[src/rtl/ahb_cfg_pkg.sv]
// Shared constants and state types for the edge-detector configuration slave.
package ahb_cfg_pkg;

    localparam int unsigned OFF_BITS = 3;

    // Register word offsets from the window base
    localparam logic [OFF_BITS-1:0] OFF_WIDTH   = 3'd0;
    localparam logic [OFF_BITS-1:0] OFF_HEIGHT  = 3'd1;
    localparam logic [OFF_BITS-1:0] OFF_RD_ADDR = 3'd2;
    localparam logic [OFF_BITS-1:0] OFF_WR_ADDR = 3'd3;
    localparam logic [OFF_BITS-1:0] OFF_FILTER  = 3'd4;
    localparam logic [OFF_BITS-1:0] OFF_CTRL    = 3'd5;
    localparam logic [OFF_BITS-1:0] OFF_STATUS  = 3'd6;
    localparam logic [OFF_BITS-1:0] OFF_ID      = 3'd7;

    // CTRL bit positions
    localparam int unsigned CTRL_START_BIT  = 0;
    localparam int unsigned CTRL_IRQ_EN_BIT = 1;
    localparam int unsigned CTRL_ABORT_BIT  = 2;

    // STATUS bit positions
    localparam int unsigned STATUS_BUSY_BIT    = 0;
    localparam int unsigned STATUS_DONE_BIT    = 1;
    localparam int unsigned STATUS_CFG_ERR_BIT = 2;
    localparam int unsigned STATUS_OVERRUN_BIT = 3;

    // AHB encodings
    localparam logic [1:0] HTRANS_IDLE   = 2'b00;
    localparam logic [1:0] HTRANS_BUSY   = 2'b01;
    localparam logic [1:0] HTRANS_NONSEQ = 2'b10;
    localparam logic [1:0] HTRANS_SEQ    = 2'b11;
    localparam logic       HRESP_OKAY    = 1'b0;
    localparam logic       HRESP_ERROR   = 1'b1;
    localparam logic [2:0] HSIZE_WORD    = 3'b010;

    typedef enum logic [1:0] {
        RESP_ADDR,
        RESP_DATA,
        RESP_ERR1,
        RESP_ERR2
    } resp_state_t;

    typedef enum logic {
        JOB_IDLE,
        JOB_RUN
    } job_state_t;

    // Offsets holding job configuration that must stay frozen while a job runs
    function automatic logic is_cfg_offset(input logic [OFF_BITS-1:0] off);
        return off <= OFF_FILTER;
    endfunction

endpackage

[src/rtl/ahb_config_slave_if.sv]
// AHB-Lite address-phase capture, response sequencing and error detection.
module ahb_slave_if
    import ahb_cfg_pkg::*;
#(
    parameter int unsigned           ADDR_WIDTH = 32,
    parameter logic [ADDR_WIDTH-1:0] BASE_ADDR  = ADDR_WIDTH'(32'h0000_0D00)
) (
    input  logic                  ahb_hclk,
    input  logic                  rst,
    input  logic                  ahb_hsel,
    input  logic [ADDR_WIDTH-1:0] ahb_haddr,
    input  logic [1:0]            ahb_htrans,
    input  logic                  ahb_hwrite,
    input  logic [2:0]            ahb_hsize,
    input  logic                  ahb_hready,
    input  logic                  busy,
    output logic                  ahb_hreadyout,
    output logic                  ahb_hresp,
    output logic                  wr_en,
    output logic                  rd_en,
    output logic [OFF_BITS-1:0]   offset
);

    logic [ADDR_WIDTH-1:0] addr_rel;
    logic [OFF_BITS-1:0]   addr_off;
    logic                  unused_addr;
    logic                  xfer_valid;
    logic                  accept;
    logic                  req_err;
    resp_state_t           state_q;
    resp_state_t           state_d;
    logic                  wr_q;
    logic                  rd_q;
    logic [OFF_BITS-1:0]   off_q;

    // Word offset inside the 32-byte window; the select decoder owns the upper bits
    assign addr_rel    = ahb_haddr - BASE_ADDR;
    assign addr_off    = addr_rel[OFF_BITS+1:2];
    assign unused_addr = ^{addr_rel[ADDR_WIDTH-1:OFF_BITS+2], addr_rel[1:0]};

    // Only NONSEQ/SEQ carry a real transfer
    always_comb begin
        xfer_valid = 1'b0;
        case (ahb_htrans)
            HTRANS_IDLE, HTRANS_BUSY:  xfer_valid = 1'b0;
            HTRANS_NONSEQ, HTRANS_SEQ: xfer_valid = 1'b1;
            default:                   xfer_valid = 1'b0;
        endcase
    end

    assign accept  = ahb_hsel && xfer_valid && ahb_hready && (state_q != RESP_ERR1);
    assign req_err = (ahb_hsize != HSIZE_WORD)
                   || (ahb_hwrite && (addr_off == OFF_ID))
                   || (ahb_hwrite && is_cfg_offset(addr_off) && busy);

    // Response state register
    always_ff @(posedge ahb_hclk) begin
        if (rst) begin
            state_q <= RESP_ADDR;
        end else begin
            state_q <= state_d;
        end
    end

    // Response next state; ERR1 always stretches into ERR2 before a new transfer
    always_comb begin
        state_d = state_q;
        case (state_q)
            RESP_ERR1: state_d = RESP_ERR2;
            default: begin
                if (accept) begin
                    state_d = req_err ? RESP_ERR1 : RESP_DATA;
                end else begin
                    state_d = RESP_ADDR;
                end
            end
        endcase
    end

    // Address-phase register: errored transfers never reach the register file
    always_ff @(posedge ahb_hclk) begin
        if (rst) begin
            wr_q  <= 1'b0;
            rd_q  <= 1'b0;
            off_q <= '0;
        end else begin
            wr_q <= accept && !req_err && ahb_hwrite;
            rd_q <= accept && !req_err && !ahb_hwrite;
            if (accept) begin
                off_q <= addr_off;
            end
        end
    end

    assign wr_en         = wr_q;
    assign rd_en         = rd_q;
    assign offset        = off_q;
    assign ahb_hreadyout = (state_q != RESP_ERR1);
    assign ahb_hresp     = ((state_q == RESP_ERR1) || (state_q == RESP_ERR2)) ? HRESP_ERROR : HRESP_OKAY;

endmodule

[src/rtl/ahb_config_slave.sv]
// Edge-detector job configuration registers with start/abort/done sequencing.
module ahb_config_slave
    import ahb_cfg_pkg::*;
#(
    parameter int unsigned           DATA_WIDTH  = 32,
    parameter int unsigned           ADDR_WIDTH  = 32,
    parameter logic [ADDR_WIDTH-1:0] BASE_ADDR   = ADDR_WIDTH'(32'h0000_0D00),
    parameter int unsigned           DIM_BITS    = 16,
    parameter int unsigned           FILTER_BITS = 2,
    parameter logic [DATA_WIDTH-1:0] ID_VALUE    = DATA_WIDTH'(32'h0ED6_0002)
) (
    input  logic                   ahb_hclk,
    input  logic                   rst,
    input  logic                   ahb_hsel,
    input  logic [ADDR_WIDTH-1:0]  ahb_haddr,
    input  logic [1:0]             ahb_htrans,
    input  logic                   ahb_hwrite,
    input  logic [2:0]             ahb_hsize,
    input  logic [DATA_WIDTH-1:0]  ahb_hwdata,
    input  logic                   ahb_hready,
    output logic                   ahb_hreadyout,
    output logic                   ahb_hresp,
    output logic [DATA_WIDTH-1:0]  ahb_hrdata,
    output logic [DIM_BITS-1:0]    width,
    output logic [DIM_BITS-1:0]    height,
    output logic [DATA_WIDTH-1:0]  read_start_address,
    output logic [DATA_WIDTH-1:0]  write_start_address,
    output logic [FILTER_BITS-1:0] filter_type,
    output logic                   start,
    output logic                   abort,
    input  logic                   core_done,
    output logic                   irq
);

    logic                   wr_en;
    logic                   rd_en;
    logic [OFF_BITS-1:0]    offset;
    job_state_t             job_q;
    job_state_t             job_d;
    logic [DIM_BITS-1:0]    width_q;
    logic [DIM_BITS-1:0]    height_q;
    logic [DATA_WIDTH-1:0]  rd_addr_q;
    logic [DATA_WIDTH-1:0]  wr_addr_q;
    logic [FILTER_BITS-1:0] filter_q;
    logic                   irq_en_q, irq_en_d;
    logic                   done_q, done_d;
    logic                   cfg_err_q, cfg_err_d;
    logic                   overrun_q, overrun_d;
    logic                   start_q, abort_q, irq_q;
    logic                   busy, busy_eff, dims_ok;
    logic                   ctrl_wr, status_wr;
    logic                   start_req, abort_req, start_go, abort_go, done_evt;
    logic [DATA_WIDTH-1:0]  rd_mux;

    ahb_slave_if #(
        .ADDR_WIDTH (ADDR_WIDTH),
        .BASE_ADDR  (BASE_ADDR)
    ) u_if (
        .ahb_hclk      (ahb_hclk),
        .rst           (rst),
        .ahb_hsel      (ahb_hsel),
        .ahb_haddr     (ahb_haddr),
        .ahb_htrans    (ahb_htrans),
        .ahb_hwrite    (ahb_hwrite),
        .ahb_hsize     (ahb_hsize),
        .ahb_hready    (ahb_hready),
        .busy          (busy),
        .ahb_hreadyout (ahb_hreadyout),
        .ahb_hresp     (ahb_hresp),
        .wr_en         (wr_en),
        .rd_en         (rd_en),
        .offset        (offset)
    );

    // core_done is handled before a same-cycle START, so START sees the job as finished
    assign busy      = (job_q == JOB_RUN);
    assign done_evt  = core_done && busy;
    assign busy_eff  = busy && !core_done;
    assign dims_ok   = (width_q != '0) && (height_q != '0);
    assign ctrl_wr   = wr_en && (offset == OFF_CTRL);
    assign status_wr = wr_en && (offset == OFF_STATUS);
    assign start_req = ctrl_wr && ahb_hwdata[CTRL_START_BIT];
    assign abort_req = ctrl_wr && ahb_hwdata[CTRL_ABORT_BIT];
    assign start_go  = start_req && !busy_eff && dims_ok;
    assign abort_go  = abort_req && busy_eff;

    // Job state register and lifecycle flags
    always_ff @(posedge ahb_hclk) begin
        if (rst) begin
            job_q     <= JOB_IDLE;
            irq_en_q  <= 1'b0;
            done_q    <= 1'b0;
            cfg_err_q <= 1'b0;
            overrun_q <= 1'b0;
            start_q   <= 1'b0;
            abort_q   <= 1'b0;
            irq_q     <= 1'b0;
        end else begin
            job_q     <= job_d;
            irq_en_q  <= irq_en_d;
            done_q    <= done_d;
            cfg_err_q <= cfg_err_d;
            overrun_q <= overrun_d;
            start_q   <= start_go;
            abort_q   <= abort_go;
            irq_q     <= irq_en_d && done_d;
        end
    end

    // Job next state
    always_comb begin
        job_d = job_q;
        case (job_q)
            JOB_IDLE: begin
                if (start_go) begin
                    job_d = JOB_RUN;
                end
            end
            JOB_RUN: begin
                if (start_go) begin
                    job_d = JOB_RUN;
                end else if (core_done || abort_go) begin
                    job_d = JOB_IDLE;
                end
            end
            default: job_d = JOB_IDLE;
        endcase
    end

    // Sticky status next values; hardware set wins over a same-cycle W1C
    always_comb begin
        irq_en_d  = irq_en_q;
        done_d    = done_q;
        cfg_err_d = cfg_err_q;
        overrun_d = overrun_q;
        if (ctrl_wr) begin
            irq_en_d = ahb_hwdata[CTRL_IRQ_EN_BIT];
        end
        if (status_wr && ahb_hwdata[STATUS_DONE_BIT]) begin
            done_d = 1'b0;
        end
        if (done_evt) begin
            done_d = 1'b1;
        end
        if (start_go) begin
            done_d = 1'b0;
        end
        if (status_wr && ahb_hwdata[STATUS_CFG_ERR_BIT]) begin
            cfg_err_d = 1'b0;
        end
        if (start_req && !busy_eff && !dims_ok) begin
            cfg_err_d = 1'b1;
        end
        if (status_wr && ahb_hwdata[STATUS_OVERRUN_BIT]) begin
            overrun_d = 1'b0;
        end
        if (start_req && busy_eff) begin
            overrun_d = 1'b1;
        end
    end

    // Configuration registers, written at the end of an accepted data phase
    always_ff @(posedge ahb_hclk) begin
        if (rst) begin
            width_q   <= '0;
            height_q  <= '0;
            rd_addr_q <= '0;
            wr_addr_q <= '0;
            filter_q  <= '0;
        end else if (wr_en) begin
            case (offset)
                OFF_WIDTH:   width_q   <= ahb_hwdata[DIM_BITS-1:0];
                OFF_HEIGHT:  height_q  <= ahb_hwdata[DIM_BITS-1:0];
                OFF_RD_ADDR: rd_addr_q <= ahb_hwdata;
                OFF_WR_ADDR: wr_addr_q <= ahb_hwdata;
                OFF_FILTER:  filter_q  <= ahb_hwdata[FILTER_BITS-1:0];
                default: ;
            endcase
        end
    end

    // Read-back mux from registered state; pulse bits always read 0
    always_comb begin
        rd_mux = '0;
        case (offset)
            OFF_WIDTH:   rd_mux = DATA_WIDTH'(width_q);
            OFF_HEIGHT:  rd_mux = DATA_WIDTH'(height_q);
            OFF_RD_ADDR: rd_mux = rd_addr_q;
            OFF_WR_ADDR: rd_mux = wr_addr_q;
            OFF_FILTER:  rd_mux = DATA_WIDTH'(filter_q);
            OFF_CTRL:    rd_mux[CTRL_IRQ_EN_BIT] = irq_en_q;
            OFF_STATUS: begin
                rd_mux[STATUS_BUSY_BIT]    = busy;
                rd_mux[STATUS_DONE_BIT]    = done_q;
                rd_mux[STATUS_CFG_ERR_BIT] = cfg_err_q;
                rd_mux[STATUS_OVERRUN_BIT] = overrun_q;
            end
            OFF_ID:      rd_mux = ID_VALUE;
            default: ;
        endcase
    end

    assign ahb_hrdata          = rd_en ? rd_mux : '0;
    assign width               = width_q;
    assign height              = height_q;
    assign read_start_address  = rd_addr_q;
    assign write_start_address = wr_addr_q;
    assign filter_type         = filter_q;
    assign start               = start_q;
    assign abort               = abort_q;
    assign irq                 = irq_q;

endmodule
[config.mk]
export PLATFORM = sky130hd
export DESIGN_NAME = ahb_config_slave
export DESIGN_NICKNAME = d
export VERILOG_FILES = /design/src/rtl/ahb_cfg_pkg.sv /design/src/rtl/ahb_config_slave_if.sv /design/src/rtl/ahb_config_slave.sv
export SDC_FILE = /design/constraint.sdc
export NUM_CORES = 1
export LEC_CHECK = 0
export ABC_AREA = 1
export BUFFER_PORTS_ARGS = -buffer_cell sky130_fd_sc_hd__clkbuf_2
export CAP_MARGIN = 20
export CELL_PAD_IN_SITES_DETAIL_PLACEMENT = 1
export CELL_PAD_IN_SITES_GLOBAL_PLACEMENT = 1
export CORE_ASPECT_RATIO = 1.1
export CORE_MARGIN = 1
export CORE_UTILIZATION = 29
export CTS_CLUSTER_DIAMETER = 60
export DETAILED_ROUTE_END_ITERATION = 6
export PLACE_DENSITY = 0.81
export SYNTH_ARGS = -nofsm -noshare
export SYNTH_HDL_FRONTEND = slang
export SYNTH_SLANG_ARGS = --single-unit
[constraint.sdc]
create_clock -name ahb_hclk -period 1.5 [get_ports ahb_hclk]
set_input_delay 0.15 -clock ahb_hclk [delete_from_list [all_inputs] [get_ports ahb_hclk]]
set_output_delay 0.15 -clock ahb_hclk [all_outputs]
set_load 0.005 [all_outputs]
==> results.cfg, run 1 <==
[clock_tree]
path_clk_slew_ns = 0.05
cts_tree = done
root_buffer = clkbuf_16
cts-buffers-inserted = 17
cts_buffer_depth = 2
cts.sinks = 113
worst_skew_pair.late_latency_ns = 0.42
h-tree-depth = 4

[layout]
area_growth_pct = 55.2
regArea_um2 = 2270
nFillCells = 2064
diodes = 0
multi_input_area_um2 = 2500
drive_gt1_frac = 0.353
finalInstanceArea_um2 = 7610
nNetsFinal = 1014
layout.cells.non_filler = 1156

[power_and_ir_drop]
pwr-share-clk = 0.536
combPwrFrac = 0.065
power_switching_mw = 1.73
pwr-share-seq = 0.399
ir_drop_mv = 0.738
power_leakage_nw = 3.20
sw_frac_of_total = 0.229
p_int_mw = 5.85
cellPowerDensity_nw_per_um2 = 997

[sta]
fin_ws_ns = -0.447
skew_ns = 0.00526
period_share = 1.30
maxSlewViolCount = 0
worst_slew_pin_slew_ns = 0.376
fmax_mhz = 514
hold_viol_final = 0
rsz0062_at_grt = true
tns_ns = -13.55
finalHoldWorstSlack_ns = 0.0302
post-route-min-period_ns = 1.95
setup_viol = 72
slew_headroom = 0.749

[floorplan]
die_w_um = 126
row_count = 49
io_pins = 210
die_area_um2 = 17400
core_um2 = 16400
die_height_um = 138
start_util = 0.298

[detailed_routing]
drc = 0
wirelength_um = 20800
avgViaCountPerCell = 5.03
firstDrtPassIters = 4
routedWlPerCell_um = 18.0
drtAntennaViolNets = 0
drt_iter0_drc = 290
via_count = 5812

[logic_synthesis]
synth_most_common_cell = nor2_1
yosys_warnings = 0
synth_largest_area_cell = dfxtp_1
seq_area_frac_synth = 0.461
synthCells = 713
synth_common_cells = 170 x nor2_1, 113 x dfxtp_1, 112 x o21ai_0
synth.area.top_cells = dfxtp_1 46%, nor2_1 13%, o21ai_0 11%, nand2_1 7.3%, a21oi_1 6.6%
syn_nets = 788
synth-edff-count = 0
async_flop_share = 0
ys_ff_latch = 113
yosysTopAreaCellShare = 0.461
avgSynthCellArea_um2 = 6.88
synthesis.area_um2 = 4900
synthFlopType = dfxtp_1
synth.distinct_cells = 21

[place]
pre_cts_ws_ns = -0.143
dp.cells = 1093
placed_cell_area_um2 = 6300
place_congestion = 0.766
dp_hpwl_um = 13300
port_buffers = 179

[setup_path]
crit_arrival_ns = 1.80
required_ns = 1.35
crit_path_end_kind = primary output
critPathMaxFanout = 8
startpoint_type = flop
crit_type = reg -> out

[worst_hold_path]
hp-class = in -> reg

[job]
drv_cap = 0

[run_status]
violations = negative setup slack
status = complete, but fails checks

[global_route]
groute.usage.overall = 0.238
antenna_found_initial = 0
grt_pass1_wl_um = 31800
overflow = 0
first_global_vias = 5842
grt_max_degree = 56
-- state kept, by name, summed over array words and instances (netlist names), 2 cells and up --
| signal | cells |
|---|---|
| height | 16 |
| filter_type | 2 |
| u_if.state_q | 2 |
| read_start_address | 32 |
| write_start_address | 32 |
| width | 16 |
| u_if.offset | 3 |
-- metal layers --
layer / GRT usage / share of wire / vias to the layer above
met4: 0.0647 / 0.015 / 0
met2: 0.429 / 0.52 / 171
met3: 0.0511 / 0.048 / 25
li1: - / - / 2797
met5: 0 / 0 / -
met1: 0.281 / 0.42 / 2819
-- repair_timing --
item	in CTS	in global routing
setup endpoints to repair	73	85
resized for setup	62	106
setup buffers	7	4
endpoints found under the hold margin	27	0
gates cloned	5	2
pin swaps	8	27
hold buffers	15	0
-- layout by cell type (no fill, tap or decap) --
| cell type | count |
|---|---|
| o21ai_0 | 70 |
| a41oi_1 | 1 |
| a22oi_2 | 8 |
| buf_6 | 11 |
| clkbuf_8 | 1 |
| inv_2 | 2 |
| dfxtp_1 | 110 |
| a21oi_2 | 7 |
| nand2_1 | 80 |
| buf_16 | 1 |
| bufinv_16 | 3 |
| clkbuf_1 | 2 |
| o21ai_2 | 20 |
| inv_1 | 45 |
| o21ai_1 | 40 |
| bufbuf_16 | 2 |
| nor2_2 | 2 |
| a21oi_1 | 58 |
| inv_8 | 2 |
| inv_4 | 2 |
| clkinvlp_4 | 3 |
| nor2_4 | 4 |
| nand3_2 | 1 |
| dfxtp_4 | 3 |
| nand3_1 | 24 |
| nand4_1 | 3 |
| nor3_1 | 2 |
| nand2_4 | 3 |
| nor2_1 | 166 |
| clkinv_2 | 7 |
| nor3_4 | 1 |
| buf_12 | 13 |
| buf_4 | 27 |
| clkbuf_16 | 19 |
| buf_2 | 29 |
| nand2_8 | 2 |
| nand2_2 | 13 |
| dlygate4sd3_1 | 15 |
| clkbuf_2 | 150 |
-- cell families (layout without fill, tap and decap cells) --
group                  after synthesis  after routing  synth area share
and+or+nand+nor                    301            301             0.245
DFF                                113            113             0.461
AOI/OAI and AO/OA                  204            204             0.213
buffers and inverters               95            334            0.0804
-- through the flow --
| step | utilization | power (mW) |
|---|---|---|
| floorplan | - | 3.24 |
| global placement | 0.384 | 3.46 |
| detailed placement | 0.384 | 3.46 |
| CTS | 0.446 | 7.59 |
| global route | 0.463 | 7.80 |
| finish | 0.463 | 7.58 |
-- critical path, stage by stage (launching register included) --
cell and delay [ns]:
dfxtp_4 0.37, buf_6 0.12, nor3_4 0.22, buf_12 0.17, buf_6 0.10, nand2_2 0.04
o21ai_2 0.05, nor2_1 0.06, nor2_1 0.12, buf_2 0.12
-- power groups by stage --
stage / sequential (mW) / combinational [mW] / clock [mW]
2_1_floorplan: 3.08 / 0.153 / 0
3_3_place_gp: 3.09 / 0.370 / 0
3_5_place_dp: 3.09 / 0.378 / 0
4_1_cts: 3.02 / 0.452 / 4.11
5_1_grt: 3.02 / 0.535 / 4.24
6_report: 3.02 / 0.495 / 4.06
-- path summary, 6_finish.rpt --
kind | to | slack, ns | from | depth (start not counted)
max | ahb_hrdata[4] | -0.45 | u_if.offset[1]$_SDFFE_PP0P_ | 9
min | write_start_address[29]$_SDFFE_PP0P_ | 0.03 | ahb_hwdata[29] | 3
max reg2reg | height[4]$_SDFFE_PP0P_ | -0.09 | u_if.offset[1]$_SDFFE_PP0P_ | 8
min reg2reg | write_start_address[12]$_SDFFE_PP0P_ | 0.47 | write_start_address[12]$_SDFFE_PP0P_ | 2
-- cell type report --
| class | count | share of cell area |
|---|---|---|
| clock buffer | 20 | 0.0587 |
| clock inverter | 12 | 0.0184 |
| inverter | 51 | 0.0280 |
| multi-input combinational | 505 | 0.328 |
| sequential | 113 | 0.299 |
| tap | 204 | 0.0336 |
| timing repair buffer | 250 | 0.233 |
| timing repair inverter | 1 | 0.000822 |
No activity file was read; power rests on OpenSTA's default activity.
==> inputs of run 2 (changes only) <==
PLACE_DENSITY = unset   (was 0.81)
PLACE_DENSITY_LB_ADDON = 0.1   (was unset)
==> results.cfg, run 2 (synthesized netlist as in run 1, its figures left out) <==
[run_status]
status = complete, but fails checks
violations = negative setup slack

[setup_path]
cp-endpoint = ahb_hrdata[12]
crit_path_end_kind = primary output
ff2ff_path_depth = 11
timing.rr.start = u_if.offset[2]$_SDFFE_PP0P_
r2r_slack_ns = -0.23
crit_arrival_ns = 1.87
critPathMaxFanout = 8
worstSetupStartpoint = u_if.offset[1]$_SDFFE_PP0P_
r2r_end = done_q$_SDFF_PP0_
required_ns = 1.35
crit_type = reg -> out
startpoint_type = flop

[detailed_routing]
drt_iter0_drc = 261
via_count = 5840
routedWlPerCell_um = 19.0
wirelength_um = 22200
drc = 0
firstDrtPassIters = 4
drtAntennaViolNets = 0
avgViaCountPerCell = 5.01

[sta]
rsz0062_at_grt = true
fin_ws_ns = -0.520
post-route-min-period_ns = 2.02
hold_viol_final = 0
maxSlewViolCount = 0
worst_slew_pin_slew_ns = 0.418
skew_ns = 0.00698
fmax_mhz = 495
tns_ns = -20.29
period_share = 1.35
slew_headroom = 0.721
setup_viol = 116

[global_route]
groute.usage.overall = 0.235
overflow = 0
antenna_found_initial = 0
grt_max_degree = 37
first_global_vias = 5902
grt_pass1_wl_um = 31500

[floorplan]
row_count = 49
core_um2 = 16400
die_area_um2 = 17400
start_util = 0.298
die_w_um = 126
io_pins = 210
die_height_um = 138

[layout]
diodes = 0
most-common-layout-cells = 165 x nor2_1, 165 x clkbuf_2, 109 x dfxtp_1
area_growth_pct = 61.5
utilization = 0.482
drive_gt1_frac = 0.375
nNetsFinal = 1026

[job]
drv_cap = 0

[clock_tree]
worst_skew_pair.late_latency_ns = 0.42
root_buffer = clkbuf_16
h-tree-depth = 4
cts_tree = done
cts-buffers-inserted = 17
cts.sinks = 113
cts_buffer_depth = 2
path_clk_slew_ns = 0.05

[power_and_ir_drop]
cellPowerDensity_nw_per_um2 = 953
power_leakage_nw = 3.33
ir_drop_mv = 0.771

[place]
place_congestion = 0.793
dp_hpwl_um = 13700
port_buffers = 179

[worst_hold_path]
hp-class = in -> reg
-- run 2: cell types whose count changed in the layout (fill, tap and decap cells not counted), moves of 4 or more --
cell           delta
a22oi_1           +7
a22oi_2           -7
buf_2            -15
buf_6             +7
buf_8             +4
clkbuf_16         +9
clkbuf_2         +15
dlygate4sd3_1     -4
o21ai_0          -23
o21ai_1           +8
o21ai_2          +13
-- run 2: repair_timing --
item,4_1_cts,5_1_grt
buffers inserted,8,10
endpoints found under the hold margin,16,0
hold buffers,11,0
endpoints found under the setup margin,73,96
pin swaps,6,26
gates resized for setup,73,136
cloned,4,13
-- run 2: how the worst min path moves through the flow --
stage                   startpoint  slack, ns  cells past startpoint                                   end
floorplan               ahb_hwrite       0.22                      1                 u_if.rd_en$_SDFF_PP0_
global placement        ahb_hwrite       0.37                      2                 u_if.rd_en$_SDFF_PP0_
detailed placement      ahb_hwrite       0.37                      2                 u_if.rd_en$_SDFF_PP0_
CTS                 ahb_hwdata[17]      0.004                      3  write_start_address[17]$_SDFFE_PP0P_
finish              ahb_hwdata[17]      0.004                      3   read_start_address[17]$_SDFFE_PP0P_
global route        ahb_hwdata[17]      0.006                      3   read_start_address[17]$_SDFFE_PP0P_
-- run 2: final cells by class --
| cell class | instances | area, um2 |
|---|---|---|
| clock buffer | 24 | 492 |
| clock inverter | 6 | 80.1 |
| fill | 2052 | 8510 |
| inverter | 51 | 225 |
| multi-input combinational | 505 | 2560 |
| sequential | 113 | 2270 |
| tap | 204 | 255 |
| timing repair buffer | 262 | 2020 |
| timing repair inverter | 1 | 11.3 |
-- run 2: routing by layer --
| layer | share of wire | track usage | vias up |
|---|---|---|---|
| li1 | - | - | 2809 |
| met1 | 0.43 | 0.279 | 2844 |
| met2 | 0.51 | 0.419 | 162 |
| met3 | 0.051 | 0.0445 | 25 |
| met4 | 0.012 | 0.0805 | 0 |
| met5 | 0 | 0 | - |
-- run 2: power by group --
group,leakage [nW],internal (mW),switching [mW]
combinational,2.13,0.234,0.311
sequential,0.913,3.01,0.0103
clock,0.286,2.59,1.39
total,3.33,5.83,1.71
-- run 2: critical path, stage by stage (launching register included) --
cell,delay (ns)
dfxtp_4,0.36
buf_6,0.12
nor3_4,0.21
buf_12,0.15
buf_6,0.16
nand2_1,0.06
o21ai_1,0.07
nor2_1,0.05
nor2_1,0.12
clkbuf_2,0.13
-- run 2: stage by stage --
stage          hold WS [ns]  instance area (um2)  power (mW)  instances  worst slack, ns
2_1_floorplan         0.222                 4900        3.24        713            0.108
3_3_place_gp          0.374                 6300        3.45       1093          -0.0562
3_5_place_dp          0.373                 6300        3.46       1093           -0.102
4_1_cts             0.00375                 7260        7.49       1146           -0.466
5_1_grt             0.00595                 7920        7.79       1166           -0.605
6_report            0.00400                 7920        7.54       1166           -0.520
==> inputs of run 3 (changes only) <==
HOLD_SLACK_MARGIN = 0.06   (was unset)
PLACE_DENSITY = 0.87   (was unset)
PLACE_DENSITY_LB_ADDON = unset   (was 0.1)
==> results.cfg, run 3 (synthesized netlist as in run 1, its figures left out) <==
[run_status]
status = complete, but fails checks
violations = negative setup slack

[setup_path]
critPathMaxFanout = 16
r2r_slack_ns = -0.14
slowest_delay_ns = 0.41
startpoint_type = flop
crit_buf_inv = 2
critPathSlowestCell = dfxtp_4
crit_path_end_kind = primary output
cp_top_family = simple AND/OR/NAND/NOR gates
crit_arrival_ns = 1.90
timing.rr.start = u_if.offset[0]$_SDFFE_PP0P_
required_ns = 1.35
ff2ff_path_depth = 10
crit_type = reg -> out
r2r_end = read_start_address[9]$_SDFFE_PP0P_
path_cells = nand2_2, nor2_4, inv_6, o21ai_0, nor2_1, a21oi_1, clkbuf_2

[power_and_ir_drop]
ir_drop_mv = 0.811
cellPowerDensity_nw_per_um2 = 994
total_power_mw = 7.84
power_leakage_nw = 3.32

[global_route]
overflow = 0
grt_max_degree = 60
antenna_found_initial = 0
groute.usage.overall = 0.238
grt_pass1_wl_um = 32300
first_global_vias = 6133

[floorplan]
die_area_um2 = 17400
row_count = 49
start_util = 0.298
die_w_um = 126
core_um2 = 16400
die_height_um = 138
io_pins = 210

[worst_hold_path]
hold_path_end = read_start_address[8]$_SDFFE_PP0P_
hp-class = in -> reg
worstHoldPathCells = 3
holdCritStartpoint = ahb_hwdata[8]

[detailed_routing]
dr_wl_met3_um = 995
top_layer = met4
drt_iter0_drc = 316
drc = 0
wirelength_um = 22400
via_count = 5954
drtAntennaViolNets = 0
avgViaCountPerCell = 5.06
wl_met1_um = 9120
met2_length_um = 11600
firstDrtPassIters = 5
routedWlPerCell_um = 19.1

[layout]
nNetsFinal = 1034
layout.cells.non_filler = 1176
nFillCells = 2044
drive_gt1_frac = 0.348
area_growth_pct = 60.9
finalInstanceArea_um2 = 7890
final_common_cell = clkbuf_2
diodes = 0
most-common-layout-cells = 161 x clkbuf_2, 150 x nor2_1, 110 x dfxtp_1
utilization = 0.480

[place]
dp_hpwl_um = 13400
place_congestion = 0.781
dp.cells = 1087
placed_cell_area_um2 = 6220
pre_cts_ws_ns = -0.150
port_buffers = 179

[sta]
period_share = 1.36
maxSlewViolCount = 0
setup_viol = 99
skew_ns = 0.0112
finalHoldWorstSlack_ns = 0.0595
post-route-min-period_ns = 2.05
worst_slew_pin_slew_ns = 0.440
slew_headroom = 0.707
rsz0062_at_grt = true
fin_ws_ns = -0.547
hold_viol_final = 0
tns_ns = -17.25
fmax_mhz = 489

[job]
drv_cap = 0

[clock_tree]
cts-buffers-inserted = 17
path_clk_slew_ns = 0.06
cts.sinks = 113
cts_tree = done
cts_buffer_depth = 2
root_buffer = clkbuf_16
h-tree-depth = 4
worst_skew_pair.late_latency_ns = 0.42
==> run 3: power breakdown <==
part	internal [mW]	total (mW)	switching [mW]
combinational	0.235	0.528	0.293
sequential	3.01	3.02	0.0149
clock	2.77	4.29	1.52
==> run 3: worst max-delay path by stage <==
stage / slack, ns / depth (start not counted) / to / from
5_1_grt: -0.59 / 7 / ahb_hrdata[1] / u_if.offset[1]$_SDFFE_PP0P_
3_5_place_dp: -0.15 / 7 / ahb_hrdata[3] / u_if.offset[1]$_SDFFE_PP0P_
6_report: -0.55 / 7 / ahb_hrdata[1] / u_if.offset[1]$_SDFFE_PP0P_
3_3_place_gp: -0.08 / 7 / height[1]$_SDFFE_PP0P_ / u_if.offset[1]$_SDFFE_PP0P_
2_1_floorplan: 0.11 / 7 / ahb_hrdata[11] / u_if.offset[2]$_SDFFE_PP0P_
4_1_cts: -0.46 / 9 / ahb_hrdata[11] / u_if.offset[1]$_SDFFE_PP0P_
==> run 3: worst register-to-register path, delay by kind of cell (launching register included) <==
kind	cells	cell delay (ns)
simple gates	4	0.37
buf+inv	5	0.65
compound gates	1	0.16
flops	1	0.37
==> run 3: layout make-up <==
| type | instances | area (um2) | area share |
|---|---|---|---|
| multi-input combinational | 505 | 2470 | 0.313 |
| timing repair buffer | 270 | 2030 | 0.257 |
| inverter | 51 | 230 | 0.0292 |
| tap | 204 | 255 | 0.0324 |
| clock buffer | 18 | 429 | 0.0544 |
| sequential | 113 | 2270 | 0.288 |
| clock inverter | 14 | 190 | 0.0241 |
| timing repair inverter | 1 | 11.3 | 0.00143 |
==> run 3: repair_timing <==
action | CTS | global route
setup endpoints to repair | 84 | 89
gates cloned | 2 | 12
pin swaps | 6 | 16
hold buffers | 29 | 0
hold endpoints to repair | 56 | 0
resized for setup | 46 | 124
buffers inserted | 6 | 10
==> run 3: metal layers <==
| metal | global-route usage | vias up |
|---|---|---|
| li1 | - | 2819 |
| met1 | 0.271 | 2911 |
| met2 | 0.427 | 177 |
| met3 | 0.0461 | 47 |
| met4 | 0.104 | 0 |
| met5 | 0 | - |
